## src/rtl/clock_counter.sv

```systemverilog
// clock_counter: wall-clock time keeper (hours/minutes/seconds in binary).
// Advances on the 1 Hz tick from clk_gen. Time is set by holding the
// hours/minutes buttons, which step at the slow or fast set rate.
// Every time update raises o_time_stb for one cycle.
module clock_counter #(
  parameter int RESET_HOURS   = 0,
  parameter int RESET_MINUTES = 0,
  parameter int RESET_SECONDS = 0
) (
  input  logic       i_clk,
  input  logic       i_reset_n,
  input  logic       i_1hz_stb,
  input  logic       i_slow_set_stb,
  input  logic       i_fast_set_stb,
  input  logic       i_fast_set,
  input  logic       i_set_hours,
  input  logic       i_set_minutes,
  output logic [4:0] o_hours,
  output logic [5:0] o_minutes,
  output logic [5:0] o_seconds,
  output logic       o_setting,
  output logic       o_time_stb
);

  localparam logic [4:0] HOURS_INIT   = 5'(RESET_HOURS);
  localparam logic [5:0] MINUTES_INIT = 6'(RESET_MINUTES);
  localparam logic [5:0] SECONDS_INIT = 6'(RESET_SECONDS);

  typedef enum logic {
    RUN = 1'b0,
    SET = 1'b1
  } state_t;

  state_t     state, state_next;
  logic [4:0] hours, hours_next;
  logic [5:0] minutes, minutes_next;
  logic [5:0] seconds, seconds_next;
  logic       time_stb, time_stb_next;

  logic btn;
  logic set_stb;

  // Hours counter step, wrapping 23 -> 0.
  function automatic logic [4:0] inc_hours(input logic [4:0] v);
    if (v >= 5'd23) return 5'd0;
    return v + 5'd1;
  endfunction

  // Minutes/seconds counter step, wrapping 59 -> 0.
  function automatic logic [5:0] inc_sixty(input logic [5:0] v);
    if (v >= 6'd59) return 6'd0;
    return v + 6'd1;
  endfunction

  assign btn     = i_set_hours | i_set_minutes;
  assign set_stb = i_fast_set ? i_fast_set_stb : i_slow_set_stb;

  // Next-state and next-time logic: counting in RUN, per-field stepping in SET.
  always_comb begin
    state_next    = state;
    hours_next    = hours;
    minutes_next  = minutes;
    seconds_next  = seconds;
    time_stb_next = 1'b0;

    unique case (state)
      RUN: begin
        if (btn) begin
          // Entering SET clears seconds and gives the held field(s) an
          // immediate step; a coincident 1 Hz tick is deliberately dropped.
          state_next    = SET;
          seconds_next  = 6'd0;
          if (i_set_hours)   hours_next   = inc_hours(hours);
          if (i_set_minutes) minutes_next = inc_sixty(minutes);
          time_stb_next = 1'b1;
        end else if (i_1hz_stb) begin
          // Full ripple carry so 23:59:59 rolls to 00:00:00 in one edge.
          seconds_next = inc_sixty(seconds);
          if (seconds >= 6'd59) begin
            minutes_next = inc_sixty(minutes);
            if (minutes >= 6'd59) hours_next = inc_hours(hours);
          end
          time_stb_next = 1'b1;
        end
      end
      SET: begin
        if (!btn) begin
          // Release wins over a coincident set strobe: leave with no step.
          state_next = RUN;
        end else if (set_stb) begin
          // Fields step independently; no carry from minutes into hours.
          if (i_set_hours)   hours_next   = inc_hours(hours);
          if (i_set_minutes) minutes_next = inc_sixty(minutes);
          seconds_next  = 6'd0;
          time_stb_next = 1'b1;
        end
      end
      default: state_next = RUN;
    endcase
  end

  // State and time registers; async reset loads the configured start time.
  always_ff @(posedge i_clk or negedge i_reset_n) begin
    if (!i_reset_n) begin
      state    <= RUN;
      hours    <= HOURS_INIT;
      minutes  <= MINUTES_INIT;
      seconds  <= SECONDS_INIT;
      time_stb <= 1'b0;
    end else begin
      state    <= state_next;
      hours    <= hours_next;
      minutes  <= minutes_next;
      seconds  <= seconds_next;
      time_stb <= time_stb_next;
    end
  end

  assign o_hours    = hours;
  assign o_minutes  = minutes;
  assign o_seconds  = seconds;
  assign o_setting  = (state == SET);
  assign o_time_stb = time_stb;

endmodule

```

## config.mk

```make
export PLATFORM = sky130hd
export DESIGN_NAME = clock_counter
export DESIGN_NICKNAME = d
export VERILOG_FILES = /design/src/rtl/clock_counter.sv
export SDC_FILE = /design/constraint.sdc
export NUM_CORES = 1
export LEC_CHECK = 0
export ABC_AREA = 0
export CELL_PAD_IN_SITES_DETAIL_PLACEMENT = 1
export CELL_PAD_IN_SITES_GLOBAL_PLACEMENT = 1
export CORE_MARGIN = 10
export CORE_UTILIZATION = 25
export CTS_BUF_LIST = sky130_fd_sc_hd__clkbuf_8 sky130_fd_sc_hd__clkbuf_16
export CTS_CLUSTER_SIZE = 16
export DETAILED_ROUTE_END_ITERATION = 8
export HOLD_SLACK_MARGIN = 0.1
export PLACE_DENSITY = 0.64
export RECOVER_POWER = 25
export SLEW_MARGIN = 20
export SYNTH_ARGS = -nofsm -noshare
export SYNTH_HDL_FRONTEND = slang
export SYNTH_SLANG_ARGS = --single-unit
```

## constraint.sdc

```tcl
create_clock -name i_clk -period 2.8 [get_ports i_clk]
set_clock_uncertainty 0.2 [all_clocks]
set_input_delay 0.42 -clock i_clk [delete_from_list [all_inputs] [get_ports i_clk]]
set_output_delay 0.42 -clock i_clk [all_outputs]
set_load 0.02 [all_outputs]
```

==> impl_metrics.py, run 1 <==
metrics = {
    "global_route": {
        "grt_usage_pct": 7.61,
        "globalRouteMet1Util_pct": 9.43,
        "grt_pass1_vias": 942,
        "grt_first_pass_wirelength_mm": 4.64,
        "grt_use_met3_pct": 3.82,
        "grt-busiest-layer": "met2",
        "antenna_found_initial": 0,
        "grt.overflow.total": 0,
        "grt_use_met2_pct": 11.2,
        "grt_max_degree": 20,
    },
    "pwr": {
        "vdd_ir_drop_max_v": 0.000283,
        "power_density_mw_per_mm2": 836,
        "power.leakage_nw": 0.586,
    },
    "synth": {
        "ys_ff_latch": 19,
        "synth_top_area_share_pct": 44.8,
        "synth.most_common_cell": "dfrtp_1",
        "ys_seq_area_share_pct": 44.8,
        "synth-async-reset-ratio_pct": 100,
        "synth_flop_cell": "dfrtp_1",
        "synth_edf_count": 0,
        "synth.area.top_cells": "dfrtp_1 45%, ha_1 3.5%, a22o_1 3.3%",
        "synth_area_mm2": 0.00106,
        "ys_top_cells_by_count": "19 x dfrtp_1, 7 x o21ai_0, 6 x nor2_1, 5 x a21oi_1",
        "yosysTopAreaCell": "dfrtp_1",
        "synth.net_count": 115,
        "syn_inst": 104,
        "avgSynthCellArea_um2": 10.2,
        "yosys_warnings": 0,
        "synth_cell_types": 40,
    },
    "clocking": {
        "clk_latency_ns": 0.25,
        "cts_resized": 0,
        "clk_pin_slew_ns": 0.07,
        "cts.sinks": 19,
        "clock_path_buffers": 2,
        "postCtsHoldBufs": 0,
        "h-tree-depth": 1,
        "cts_setup_buffers": 0,
        "cts_tree": "yes",
        "clock-root-buffer": "clkbuf_8",
        "cts-buffers-inserted": 3,
    },
    "critical_path": {
        "crit_type": "reg2reg",
        "cp.arrival_ns": 2.29,
        "cp_slowest_stage_delay_ns": 0.42,
        "cp.required_ns": 2.73,
        "slowest_stage": "dfrtp_1",
        "reg2reg_slack_ns": 0.44,
        "path_cells": "ha_1 > o2111ai_1 > o21ai_0 > and2_1 > mux2_2",
        "cp-end-kind": "flop",
        "start_kind": "flop",
        "cp_max_fo": 6,
    },
    "timing": {
        "fin_crit_ns": 2.36,
        "setup_tns_ns": 0,
        "max_freq_ghz": 0.425,
        "max_slew_margin_pct": 27.2,
        "worst_slew_pin_slew_ns": 1.09,
        "setup_viol_count_final": 0,
        "rsz0062_at_grt": "no",
        "finalCritPeriodShare_pct": 84.1,
        "hold_violations": 0,
        "maxSlewViolCount": 0,
    },
    "routing": {
        "drtAntennaViolNets": 0,
        "vias": 923,
        "drt_iter0_drc": 19,
        "drc": 0,
        "dr.pass1.iters": 4,
        "wl_per_cell_um": 15.9,
        "wirelength_mm": 2.87,
        "vias_per_cell": 5.10,
    },
    "floorplan": {
        "coreArea_mm2": 0.00406,
        "rows": 23,
        "die_h_um": 85.2,
        "initial_core_util_pct": 26.2,
        "io_pins": 27,
        "fp.dieArea_mm2": 0.00726,
        "chipWidth_um": 85.2,
    },
    "placed_design": {
        "dp_cells": 177,
        "gp_congestion": 0.809,
        "dp_hpwl_mm": 2.23,
        "io_buffers": 26,
        "placed_area_mm2": 0.00137,
    },
    "layout": {
        "multi_input_comb_area_um2": 548,
        "final_nets": 143,
        "layoutNonFillerInstCount": 181,
        "drive_gt1_share_pct": 11.5,
        "regArea_um2": 475,
        "fin_area_mm2": 0.00141,
        "fill_cells": 469,
        "insertedDiodeCount": 0,
        "syn_to_final_growth_pct": 32.7,
    },
    "hold_path": {
        "min_path_type": "reg2reg",
    },
    "run": {
        "cap_violations": 0,
    },
    "status": {
        "outcome": "completed",
    },
}
power breakdown:
part | internal (mW) | total, mW | leakage [nW] | switching [mW]
combinational | 0.271 | 0.527 | 0.320 | 0.256
sequential | 0.350 | 0.469 | 0.239 | 0.119
clock | 0.0972 | 0.183 | 0.0269 | 0.0856
total | 0.718 | 1.18 | 0.586 | 0.461
worst max-delay path: cells and delay by family, from the launching register on:
kind	cells	cell delay (ns)
multiplexers	1	0.36
AND/OR/NAND/NOR	1	0.30
adder cells (fa/ha/maj)	1	0.29
flip-flops	1	0.42
AO/OA/AOI/OAI	2	0.66
worst paths after layout:
kind | startpoint | end | cells after the start
setup / recovery | o_minutes[0] | o_hours[0] | 5
hold / removal | o_seconds[1] | o_seconds[1] | 1
setup reg to reg | o_minutes[0] | o_hours[0] | 5
hold reg to reg | o_seconds[1] | o_seconds[1] | 1
max in group asynchronous | i_reset_n | o_setting | 2
min in group asynchronous | i_reset_n | o_time_stb | 2
final cells by class:
type | instances | area share (%)
multi-input cells | 77 | 38.9
flip-flops and latches | 19 | 33.7
repair buffers | 27 | 18.7
well taps | 50 | 4.44
clock buffers | 3 | 2.93
inverters | 4 | 1.06
clock inverters | 1 | 0.266
per-stage QoR:
step	worst slack (ns)	power, mW	utilization [%]	hold WS (ns)
6_report	0.445	1.18	34.8	0.367
5_1_grt	0.319	1.26	34.8	0.392
4_1_cts	0.440	1.20	34.8	0.310
3_5_place_dp	0.352	1.01	33.7	0.354
3_3_place_gp	0.405	0.991	33.7	0.342
2_1_floorplan	0.553	0.762	-	-0.0756
registers in the layout (all words and copies together), names as in the netlist:
signal,cells
o_seconds,6
o_time_stb,1
o_minutes,6
o_hours,5
o_setting,1
metal layers:
metal  part of all wire (%)  routed length (µm)
met1                     49                1410
met2                     41                1180
met3                    8.9                 254
met4                   0.77                  22
met5                      0                   0
logic make-up (layout without fill, tap and decap cells):
family	Yosys count	in the layout	share of synthesized area, %
mux	4	4	4.12
simple gates	35	35	18.3
compound gates	35	35	25.7
buf+inv	8	35	3.65
fa+ha+maj	3	3	3.53
flops	19	19	44.8
layout by cell type (no fill, tap or decap), types with 2 or more instances in the layout:
cell,Yosys,routed
mux2_2,3,3
nor4_1,2,2
a31oi_1,2,2
nand3_1,4,4
nor2_1,6,6
ha_1,3,3
and2_1,3,3
nor2b_1,3,3
a21oi_1,5,5
clkdlybuf4s50_1,0,25
dfrtp_1,19,19
and2_2,2,2
o21ai_0,7,7
a41oi_1,2,2
or2_2,2,2
and2b_1,2,2
clkbuf_8,0,3
o31ai_1,3,3
a22o_1,4,4
inv_1,4,5
and3_1,2,2
nor3_1,2,2
nand2_1,4,4
Power figures use the tool's default switching activity.
==> inputs of run 2 (changes only) <==
- clock period: 2.8 -> 2.45 ns (I/O delays scaled with it)
==> run 2 against run 1 <==
  * Final cell count is 2.8% higher
  * Via count is 4.2% higher
  * Sequential power is 14% higher
  * Global-route usage is 1.0 points higher
  * Count of clock-buffer cells in the layout stayed put
  * Sequential share of layout area is 0.87 points lower
  * Largest power group unchanged
  * Fmax is 8.1% higher
  * Setup slack worse by 0.17 ns
  * Flip-flop and latch count stayed put
  * First-iteration DRC count is 110% higher
  * Routed wire length is 3.9% higher
  * Non-clock buffer count is 5 higher
==> impl_metrics.py, run 2 (synthesis gave the netlist of run 1 again) <==
metrics = {
    "timing": {
        "setup_tns_ns": 0,
        "hold_violations": 0,
        "worst_slew_pin_slew_ns": 1.07,
        "finalCritPeriodShare_pct": 89.0,
        "max_freq_ghz": 0.459,
        "setup_viol_count_final": 0,
        "fin_crit_ns": 2.18,
        "maxSlewViolCount": 0,
        "hold_ws_ns": 0.363,
        "max_slew_margin_pct": 28.9,
        "rsz0062_at_grt": "no",
    },
    "status": {
        "outcome": "completed",
    },
    "layout": {
        "drive_gt1_share_pct": 14.7,
        "finalCoreUtilization_pct": 35.7,
        "fill_cells": 469,
        "final_common_cell": "clkdlybuf4s50_1",
        "layout_common_cells": "25 x clkdlybuf4s50_1, 19 x dfrtp_1, 7 x o21ai_0",
        "multi_input_comb_area_um2": 548,
        "syn_to_final_growth_pct": 36.3,
        "final_nets": 148,
        "insertedDiodeCount": 0,
        "regArea_um2": 475,
    },
    "critical_path": {
        "crit_type": "reg2reg",
        "start_kind": "flop",
        "cp-end-kind": "flop",
        "cp.arrival_ns": 2.13,
        "cp.required_ns": 2.40,
        "cp_max_fo": 6,
    },
    "floorplan": {
        "fp.dieArea_mm2": 0.00726,
        "rows": 23,
        "coreArea_mm2": 0.00406,
        "initial_core_util_pct": 26.2,
        "chipWidth_um": 85.2,
        "die_h_um": 85.2,
        "io_pins": 27,
    },
    "clocking": {
        "cts-buffers-inserted": 3,
        "cts_setup_buffers": 0,
        "h-tree-depth": 1,
        "cts_tree": "yes",
        "cts.sinks": 19,
        "clock_path_buffers": 2,
        "clock-root-buffer": "clkbuf_8",
        "clk_pin_slew_ns": 0.07,
        "postCtsHoldBufs": 0,
        "cts_resized": 0,
        "clk_latency_ns": 0.26,
    },
    "hold_path": {
        "min_path_type": "reg2reg",
    },
    "global_route": {
        "grt_first_pass_wirelength_mm": 5.12,
        "grt_usage_pct": 8.64,
        "grt.overflow.total": 0,
        "grt_max_degree": 20,
        "grt_pass1_vias": 996,
        "antenna_found_initial": 0,
    },
    "routing": {
        "vias": 962,
        "dr.pass1.iters": 4,
        "vias_per_cell": 5.17,
        "drt_iter0_drc": 40,
        "wl_per_cell_um": 16.0,
        "drtAntennaViolNets": 0,
        "drc": 0,
        "wirelength_mm": 2.98,
    },
    "run": {
        "cap_violations": 0,
    },
    "pwr": {
        "vdd_ir_drop_max_v": 0.000322,
        "power.leakage_nw": 0.609,
        "finalPower_mw": 1.37,
        "power_density_mw_per_mm2": 945,
    },
    "placed_design": {
        "gp_congestion": 0.786,
        "dp_hpwl_mm": 2.29,
        "io_buffers": 26,
    },
}
## run 2: cell types whose count changed in the layout (fill, tap and decap cells not counted), sizes merged
cell  change
buf       +5
## run 2: layer usage
metal / part of all wire [%] / vias up / wire (µm) / GRT usage, %
li1: - / 458 / - / -
met1: 46 / 476 / 1370 / 10.6
met2: 44 / 23 / 1320 / 12.7
met3: 8.0 / 5 / 238 / 3.73
met4: 1.8 / 0 / 55 / 4.04
met5: 0 / - / 0 / 0
## run 2: final timing paths
path	to	slack [ns]	cells past startpoint	startpoint
worst max-delay path	o_hours[0]	0.27	5	o_minutes[0]
worst min-delay path	o_seconds[1]	0.36	1	o_seconds[1]
worst max register to register	o_hours[0]	0.27	5	o_minutes[0]
worst min register to register	o_seconds[1]	0.36	1	o_seconds[1]
max in group asynchronous	o_seconds[4]	0.79	2	i_reset_n
min in group asynchronous	o_hours[0]	0.62	2	i_reset_n
## run 2: cell type report
class | count | share of cell area [%]
clock inverter | 1 | 0.259
clock buffer | 3 | 2.85
timing repair buffer | 32 | 20.8
tap | 50 | 4.32
sequential | 19 | 32.8
multi-input combinational | 77 | 37.9
inverter | 4 | 1.04
## run 2: critical path, cell delays in order, from the launching register on
cell	delay (ns)
dfrtp_1	0.44
ha_1	0.30
o2111ai_1	0.23
o21ai_0	0.25
and2_1	0.29
mux2_2	0.36
## run 2: power breakdown
| group | internal [mW] | switching (mW) |
|---|---|---|
| registers | 0.400 | 0.134 |
| logic | 0.319 | 0.300 |
| clock network | 0.112 | 0.104 |
| total | 0.830 | 0.537 |
## run 2: through the flow
stage                     setup slack (ns)  instances  cell area [µm²]
after floorplan                      0.203        104             1060
after global placement               0.154        182             1410
after detailed placement            0.0849        182             1410
after CTS                            0.254        186             1450
after global routing                 0.123        186             1450
final                                0.271        186             1450
==> inputs of run 3 (changes only) <==
- CORE_MARGIN: 10 -> unset
==> run 3 against run 2 <==
  * Highest routed layer unchanged
  * Register-to-register slack worse by 0.04 ns
  * Critical endpoint is now o_minutes[2]
  * Fmax down 1.7%
  * Critical path depth unchanged
  * Largest power group unchanged
  * Non-clock buffer count down 1
  * Combinational power about the same
  * Via count up 0.10%
  * Sequential share of layout area up 0.17 points
  * Largest cell class unchanged
==> impl_metrics.py, run 3 (synthesis gave the netlist of run 1 again) <==
metrics = {
    "status": {
        "outcome": "completed",
    },
    "critical_path": {
        "crit_type": "reg2reg",
        "cp_max_fo": 7,
        "worst_r2r_path_depth": 5,
        "cp.required_ns": 2.39,
        "start_kind": "flop",
        "cp-end-kind": "flop",
        "cp.arrival_ns": 2.16,
    },
    "global_route": {
        "grt_usage_pct": 14.0,
        "antenna_found_initial": 0,
        "grt_pass1_vias": 1019,
        "grt.overflow.total": 0,
        "grt_max_degree": 20,
        "grt_first_pass_wirelength_mm": 4.77,
    },
    "timing": {
        "rsz0062_at_grt": "no",
        "max_freq_ghz": 0.451,
        "finalCritPeriodShare_pct": 90.5,
        "hold_violations": 0,
        "setup_viol_count_final": 0,
        "max_slew_margin_pct": 28.3,
        "worst_slew_pin_slew_ns": 1.08,
        "setup_ws_ns": 0.232,
        "fin_crit_ns": 2.22,
        "maxSlewViolCount": 0,
        "setup_tns_ns": 0,
    },
    "floorplan": {
        "initial_core_util_pct": 26.4,
        "die_h_um": 67.2,
        "coreArea_mm2": 0.00403,
        "fp.dieArea_mm2": 0.00451,
        "chipWidth_um": 67.2,
        "io_pins": 27,
        "rows": 23,
    },
    "placed_design": {
        "dpl_worst_slack_ns": 0.0811,
        "io_buffers": 26,
        "dp_hpwl_mm": 2.09,
        "dp_cells": 181,
        "gp_congestion": 0.808,
        "placed_area_mm2": 0.00140,
    },
    "routing": {
        "dr.pass1.iters": 4,
        "drc": 0,
        "drtAntennaViolNets": 0,
        "wl_per_cell_um": 15.2,
        "vias_per_cell": 5.21,
        "drt_iter0_drc": 65,
        "wirelength_mm": 2.81,
        "vias": 963,
    },
    "clocking": {
        "clk_pin_slew_ns": 0.08,
        "cts.sinks": 19,
        "clk_latency_ns": 0.26,
        "clock_path_buffers": 2,
        "clock-root-buffer": "clkbuf_8",
        "postCtsHoldBufs": 0,
        "cts_tree": "yes",
        "h-tree-depth": 1,
        "cts-buffers-inserted": 3,
        "cts_setup_buffers": 0,
        "cts_resized": 0,
    },
    "layout": {
        "final_nets": 147,
        "fin_area_mm2": 0.00144,
        "layout_common_cells": "25 x clkdlybuf4s50_1, 19 x dfrtp_1, 7 x o21ai_0",
        "finalCoreUtilization_pct": 35.7,
        "layoutNonFillerInstCount": 185,
        "syn_to_final_growth_pct": 35.6,
        "insertedDiodeCount": 0,
        "final_common_cell": "clkdlybuf4s50_1",
        "drive_gt1_share_pct": 14.1,
    },
    "pwr": {
        "power_density_mw_per_mm2": 957,
        "vdd_ir_drop_max_v": 0.000341,
        "power.leakage_nw": 0.604,
    },
    "hold_path": {
        "hold_path_depth": 1,
        "min_path_type": "reg2reg",
    },
    "run": {
        "cap_violations": 0,
    },
}
[run 3: layer usage]
metal  track usage [%]  part of all wire (%)  vias to the layer above
met3              3.72                   3.7                        5
met1              17.3                    45                      491
met4              3.72                  0.64                        0
met2              24.0                    50                       15
li1                  -                     -                      452
met5                 0                     0                        -
[run 3: path summary, 6_finish.rpt]
path / startpoint / slack, ns / end
hold / removal: o_minutes[0] / 0.38 / o_minutes[0]
min in group asynchronous: i_reset_n / 0.62 / o_hours[3]
setup reg to reg: o_seconds[1] / 0.23 / o_minutes[2]
max in group asynchronous: i_reset_n / 0.78 / o_minutes[0]
hold reg to reg: o_minutes[0] / 0.38 / o_minutes[0]
setup / recovery: o_seconds[1] / 0.23 / o_minutes[2]
[run 3: critical path: stages, from the launching register on]
cell and delay [ns]:
dfrtp_1 0.41, ha_1 0.24, o2111ai_2 0.17, o41a_4 0.42, or2_1 0.30, a221o_1 0.36
[run 3: final cells by class]
type                    instances  area (µm²)
fillers                       471        2590
multi-input cells              77         548
flip-flops and latches         19         475
repair buffers                 31         294
well taps                      50        62.6
clock buffers                   3        41.3
inverters                       4        15.0
clock inverters                 1        3.75
[run 3: through the flow]
step	power, mW	hold WS [ns]
2_1_floorplan	0.871	-0.128
3_3_place_gp	1.13	0.366
3_5_place_dp	1.17	0.371
4_1_cts	1.40	0.259
5_1_grt	1.48	0.417
6_report	1.38	0.383
[run 3: power by group]
part / internal, mW / switching (mW)
clock network: 0.112 / 0.109
logic: 0.318 / 0.299
registers: 0.400 / 0.140
